==> config.mk <==
export PLATFORM = sky130hd
export DESIGN_NAME = register_bank
export DESIGN_NICKNAME = d
export VERILOG_FILES = /design/src/rtl/register_bank.sv
export SDC_FILE = /design/constraint.sdc
export NUM_CORES = 1
export LEC_CHECK = 0
export CELL_PAD_IN_SITES_DETAIL_PLACEMENT = 1
export CELL_PAD_IN_SITES_GLOBAL_PLACEMENT = 1
export CORE_AREA = 3 3 185 187
export DETAILED_ROUTE_END_ITERATION = 10
export DIE_AREA = 0 0 188 190
export PLACE_DENSITY_LB_ADDON = 0.1
export REMOVE_ABC_BUFFERS = 1
export SLEW_MARGIN = 0
export SYNTH_ARGS = -nofsm -noshare
export SYNTH_HDL_FRONTEND = slang
export SYNTH_SLANG_ARGS = --single-unit
==> constraint.sdc <==
create_clock -name clk -period 13 [get_ports clk]
set_input_delay 2.6 -clock clk [delete_from_list [all_inputs] [get_ports clk]]
set_output_delay 2.6 -clock clk [all_outputs]
set_load 0.005 [all_outputs]
==> src/rtl/register_bank.sv <==
// rtl/register_bank.sv - parameterised register bank with RW, read-only and write-1-to-clear registers
module register_bank #(
  parameter int                     WIDTH          = 32,
  parameter int                     DEPTH          = 4,
  parameter int                     ADDR_WIDTH     = 8,
  parameter logic [DEPTH-1:0]       RO_MASK        = '0,
  parameter logic [DEPTH-1:0]       W1C_MASK       = '0,
  parameter logic [DEPTH*WIDTH-1:0] RESET_VALUE    = '0,
  parameter logic [31:0]            BAD_ADDR_VALUE = 32'hDEAD_BEEF
) (
  input  logic                     clk,
  input  logic                     reset,
  input  logic                     i_w_en,
  input  logic [ADDR_WIDTH-1:0]    i_w_addr,
  input  logic [WIDTH-1:0]         i_w_value,
  input  logic                     i_r_en,
  input  logic [ADDR_WIDTH-1:0]    i_r_addr,
  output logic [WIDTH-1:0]         o_r_value,
  output logic                     o_r_valid,
  output logic                     o_r_err,
  output logic                     o_w_err,
  input  logic [DEPTH*WIDTH-1:0]   i_hw_value,
  input  logic [DEPTH*WIDTH-1:0]   i_hw_set,
  output logic [DEPTH*WIDTH-1:0]   o_regs,
  output logic [DEPTH-1:0]         o_w_strobe
);

  localparam logic [WIDTH-1:0] BAD_VALUE = WIDTH'(BAD_ADDR_VALUE);

  logic [DEPTH-1:0][WIDTH-1:0] regs_q;
  logic [DEPTH-1:0][WIDTH-1:0] regs_d;
  logic [DEPTH-1:0]            w_hit;
  logic [DEPTH-1:0]            r_hit;
  logic [DEPTH-1:0]            w_accept;
  logic [WIDTH-1:0]            r_data;
  logic [WIDTH-1:0]            clr;
  logic                        unused_inputs;

  // Slices of per-register inputs that a given mask leaves idle stay referenced here.
  assign unused_inputs = ^{i_hw_value, i_hw_set};

  // Out-of-range addresses simply match no register, so no range compare is needed.
  always_comb begin
    w_hit = '0;
    r_hit = '0;
    for (int i = 0; i < DEPTH; i++) begin
      w_hit[i] = i_w_en && (i_w_addr == ADDR_WIDTH'(i));
      r_hit[i] = (i_r_addr == ADDR_WIDTH'(i));
    end
  end

  assign w_accept = w_hit & ~RO_MASK;

  always_comb begin
    r_data = BAD_VALUE;
    for (int i = 0; i < DEPTH; i++) begin
      if (r_hit[i]) r_data = regs_q[i];
    end
  end

  always_comb begin
    regs_d = regs_q;
    clr    = '0;
    for (int i = 0; i < DEPTH; i++) begin
      clr = w_hit[i] ? i_w_value : '0;
      if (RO_MASK[i]) begin
        regs_d[i] = i_hw_value[i*WIDTH +: WIDTH];
      end else if (W1C_MASK[i]) begin
        // Set is applied after clear so a simultaneous set wins.
        regs_d[i] = (regs_q[i] & ~clr) | i_hw_set[i*WIDTH +: WIDTH];
      end else if (w_hit[i]) begin
        regs_d[i] = i_w_value;
      end
    end
  end

  always_ff @(posedge clk or posedge reset) begin
    if (reset) begin
      for (int i = 0; i < DEPTH; i++) begin
        regs_q[i] <= RO_MASK[i] ? '0 : RESET_VALUE[i*WIDTH +: WIDTH];
      end
      o_r_value  <= '0;
      o_r_valid  <= 1'b0;
      o_r_err    <= 1'b0;
      o_w_err    <= 1'b0;
      o_w_strobe <= '0;
    end else begin
      regs_q     <= regs_d;
      o_r_valid  <= i_r_en;
      o_r_err    <= i_r_en && !(|r_hit);
      if (i_r_en) o_r_value <= r_data;
      o_w_err    <= i_w_en && !(|w_accept);
      o_w_strobe <= w_accept;
    end
  end

  assign o_regs = regs_q;

endmodule
# After elaboration in Yosys (flattened, before gate mapping)
# Cells that the tools add are included.
# totals
wordCells,31
out_inout_bits,167
inputBits,308
register_bits,167
# op_classes
eq_ne,6
reduce_logical,12
mux,4
# op_table
op,n
2-to-1 mux 32 bit,4
"equality test 8 x 2 -> 1 bit, second input constant",4
"equality test 8 x 1 -> 1 bit, second input constant",2
zero test 8 bit,2
OR reduction 4 bit,2
logical AND 1 bit,6
zero test 1 bit,2

# Longest topological paths before layout
# logic_depth
word_depth,5
depth_mapped,6
depth_no_buf,3

# Worst setup path before layout
# Ideal clock, no wire load.
# synth_timing
path_type,input -> register
from,input i_w_addr[3]
to,register regs_q (netlist bit o_regs[104])
n_path_buf,2
t_required_ns,12.875
arrival_time_ns,4.069
path_slack_ns,8.806
cell_stages,5
path_cell_list,or4_4 or3_1 buf_6 buf_12 mux2_4
# synth_via
elab_chain_len,2
# synth_rtl
element,line_no,source
"start, declared",14,"input logic [ADDR_WIDTH-1:0] i_w_addr,"
equality test 8 x 2 -> 1 bit,47,w_hit[i] = i_w_en && (i_w_addr == ADDR_WIDTH'(i));
logical AND 1 bit,47,
"end signal, assigned by index",80,regs_q[i] <= RO_MASK[i] ? '0 : RESET_VALUE[i*WIDTH +: WIDTH];
"end signal, assigned",88,regs_q <= regs_d;
"end, declared",30,logic [DEPTH-1:0][WIDTH-1:0] regs_q;
# No other way between the ends.
# A chain may end at the register's enable or synchronous reset.

# Worst setup path in the final report
# layout_timing
from,input i_w_addr[3]
to,register regs_q (netlist bit o_regs[44])
# layout_via
elab_chain_len,2
# layout_rtl
element,line_no
equality test 8 x 1 -> 1 bit,47
logical AND 1 bit,47
# No other way between the ends.

==> results.ini <==
[yosys]
synthSimpleGateAreaFrac = 0.0113
synth_area_um2 = 7060
synth_fa_ha_area_frac = 0
synth_mux_area_frac = 0.322
ys_seq_area_frac = 0.592
syn_avg_cell_area_um2 = 16.8
synth_cell_types = 23
synth_top_area_frac = 0.592
synth_area_leaders = dfrtp_1, mux2_2, mux4_2, mux2_4, o22a_1
yosysWarnings = 0
yosysTopAreaCell = dfrtp_1
synth_compound_area_frac = 0.0393
synth-xor-area-share = 0
synth-seq-cells = 167
syn_inst = 421
synth_top_family_by_area = multiplexers

[setup_path]
rrSetupSlack_ns = 11.82
startpoint_type = input port
max_stage_delay_ns = 0.73
worstPathCellList = clkdlybuf4s50_1, or4_4, nor3_4, buf_4, mux2_2
path_max_fanout = 22
r2r_start = o_regs[114]$_DFFE_PP0P_
crit_required_ns = 13.32
reg2reg_depth = 2
cp_slowest_cell = nor3_4
worstSetupEndpointType = flip-flop
crit_type = in2reg
rr_endpoint = o_r_value[18]$_DFFE_PP0P_
cp.arrival_ns = 5.31

[final_layout]
drive_gt1_frac = 0.324
n_fill_cell = 3406
nets = 946
area_delta_synth_final_pct = 46.7
num_antenna_cells = 0
regArea_um2 = 4180
multi_input_area_um2 = 2650

[outcome]
status = finished, final reports clean

[clocking]
clock-sinks = 167
cts_hold_buf = 0
cts_tree = done
clockBufferDepth = 2
cts_resized = 0
cts_inserted_buffers = 17
cts-root-buf = clkbuf_16
cts_setup_buffers = 0
htree_num_levels = 4
clk_latency_ns = 0.43
cts.clk_slew.worst_paths_ns = 0.07

[sta]
finalCritPeriodShare = 0.384
slew_headroom = 0.335
fin_crit_ns = 4.99
hold_violations = 0
skew_ns = 0.00506
hold-worst-slack_ns = 0.500
fmax_ghz = 0.200
report.final.slew_viol_count = 0
worst_pin_slew_ns = 0.998
rsz0062_at_grt = no
tns_ns = 0
setup_viol = 0

[worst_hold_path]
hp-class = reg2reg
min-delay-start = o_r_value[23]$_DFFE_PP0P_
hold_depth = 1
holdPathEnd = o_r_value[23]$_DFFE_PP0P_

[grt]
grtUsageMet2 = 0.215
grt_overflow_total = 0
antenna_found_initial = 2
grt_max_degree = 98
grt_busiest_layer = met2
grt_pass1_wl_mm = 38.6
grt_pass1_vias = 5288
grtUsageMet1 = 0.199
grtUsageTotal = 0.150
met3_usage = 0.0768

[drt]
drt-total-wl_mm = 26.2
drc = 0
vias = 4726
antenna_left = 0
drt_iter0_drc = 122
dr.pass1.iters = 4
drt-vias-per-instance = 4.32
wl_per_cell_um = 24.0

[floorplanning]
core_um2 = 32600
die_area_um2 = 35700
die_h_um = 190
chipWidth_um = 188
num_rows = 66
io-pin-count = 475
start_util = 0.216

[placement]
gp_congestion = 0.724
dpl.hpwl_mm = 16.9
port_buffers = 218

[pwr]
power_density_nw_per_um2 = 122
leakagePower_nw = 4.48
ir_drop_v = 0.0000831

[job]
cap_violations = 0

## sequential cells by signal (all words and copies together) (netlist names)
register    count
o_r_value      32
o_regs        128
o_w_strobe      4
o_r_err         1
o_w_err         1
o_r_valid       1
## through the flow
step,utilization,cell area [um^2],power [mW],setup slack [ns],cells
detailed placement,0.297,9690,0.699,7.50,1061
floorplan,-,6880,0.607,5.88,392
global placement,0.297,9690,0.696,7.54,1061
finish,0.318,10400,1.27,8.01,1093
global route,0.318,10400,1.33,7.93,1093
CTS,0.318,10400,1.29,7.98,1093
## per-layer routing
layer  wire length (um)  share of wire  vias up
met2              11300           0.43      184
met4                337          0.013        4
met5                 26        0.00099        -
li1                   -              -     1992
met3               2520          0.096       15
met1              12100           0.46     2531
## how the worst max path moves through the flow
stage                      startpoint                     end  slack, ns  cells after the start
final                     i_w_addr[3]  o_regs[44]$_DFFE_PP0P_       8.01                      5
after global routing           i_w_en  o_regs[33]$_DFFE_PP0P_       7.93                      5
after CTS                 i_w_addr[3]  o_regs[32]$_DFFE_PP0P_       7.98                      5
after detailed placement  i_w_addr[3]  o_regs[49]$_DFFE_PP0P_       7.50                      5
after global placement    i_w_addr[3]  o_regs[56]$_DFFE_PP0P_       7.54                      5
after floorplan                 reset       o_r_err$_DFF_PP0_       5.88                      1
## power by group
part,internal [mW],switching (mW),total [mW]
Sequential,0.540,0.0167,0.557
Clock,0.357,0.223,0.580
Combinational,0.0769,0.0521,0.129
Total,0.974,0.291,1.27
## cell usage in the layout, fill, tap and decap left out, types with 2 or more instances in the layout
master / n
clkinv_2: 2
clkbuf_8: 3
inv_1: 19
buf_4: 9
nor4_1: 2
o22ai_1: 8
buf_2: 3
o22a_1: 24
clkdlybuf4s50_1: 215
mux4_2: 32
dfrtp_1: 167
nand3_2: 2
bufinv_16: 5
mux2_2: 99
mux2_4: 29
clkbuf_16: 17
clkinv_4: 2
inv_6: 2
## cell families (layout without fill, tap and decap cells)
family / Yosys count / count (layout)
AOI/OAI and AO/OA: 34 / 34
buffers and inverters: 49 / 279
DFF: 167 / 167
muxes: 160 / 160
and+or+nand+nor: 11 / 11
## Yosys cell counts
cell type,instances
dfrtp_1,167
mux2_2,99
mux4_2,32
mux2_4,29
o22a_1,24
inv_1,20
clkbuf_1,13
buf_2,11
o22ai_1,8
buf_12,3
nand3_1,2
nor4_1,2
a21boi_0,1
and3_1,1
buf_1,1
buf_6,1
nor2_1,1
nor3_2,1
nor4b_1,1
o31a_2,1
or3_1,1
or4_4,1
or4bb_1,1
## worst max-delay path, delay by kind of cell
family,cells,cell delay [ns]
simple gates,2,1.31
mux,1,0.39
buf+inv,2,0.98
## layout make-up
| cell class | count | share of cell area |
|---|---|---|
| timing repair buffer | 227 | 0.216 |
| multi-input combinational | 205 | 0.256 |
| tap | 442 | 0.0534 |
| clock inverter | 11 | 0.0187 |
| sequential | 167 | 0.403 |
| clock buffer | 21 | 0.0454 |
| inverter | 20 | 0.00773 |
Note: power is estimated with default switching activity, not from simulation.
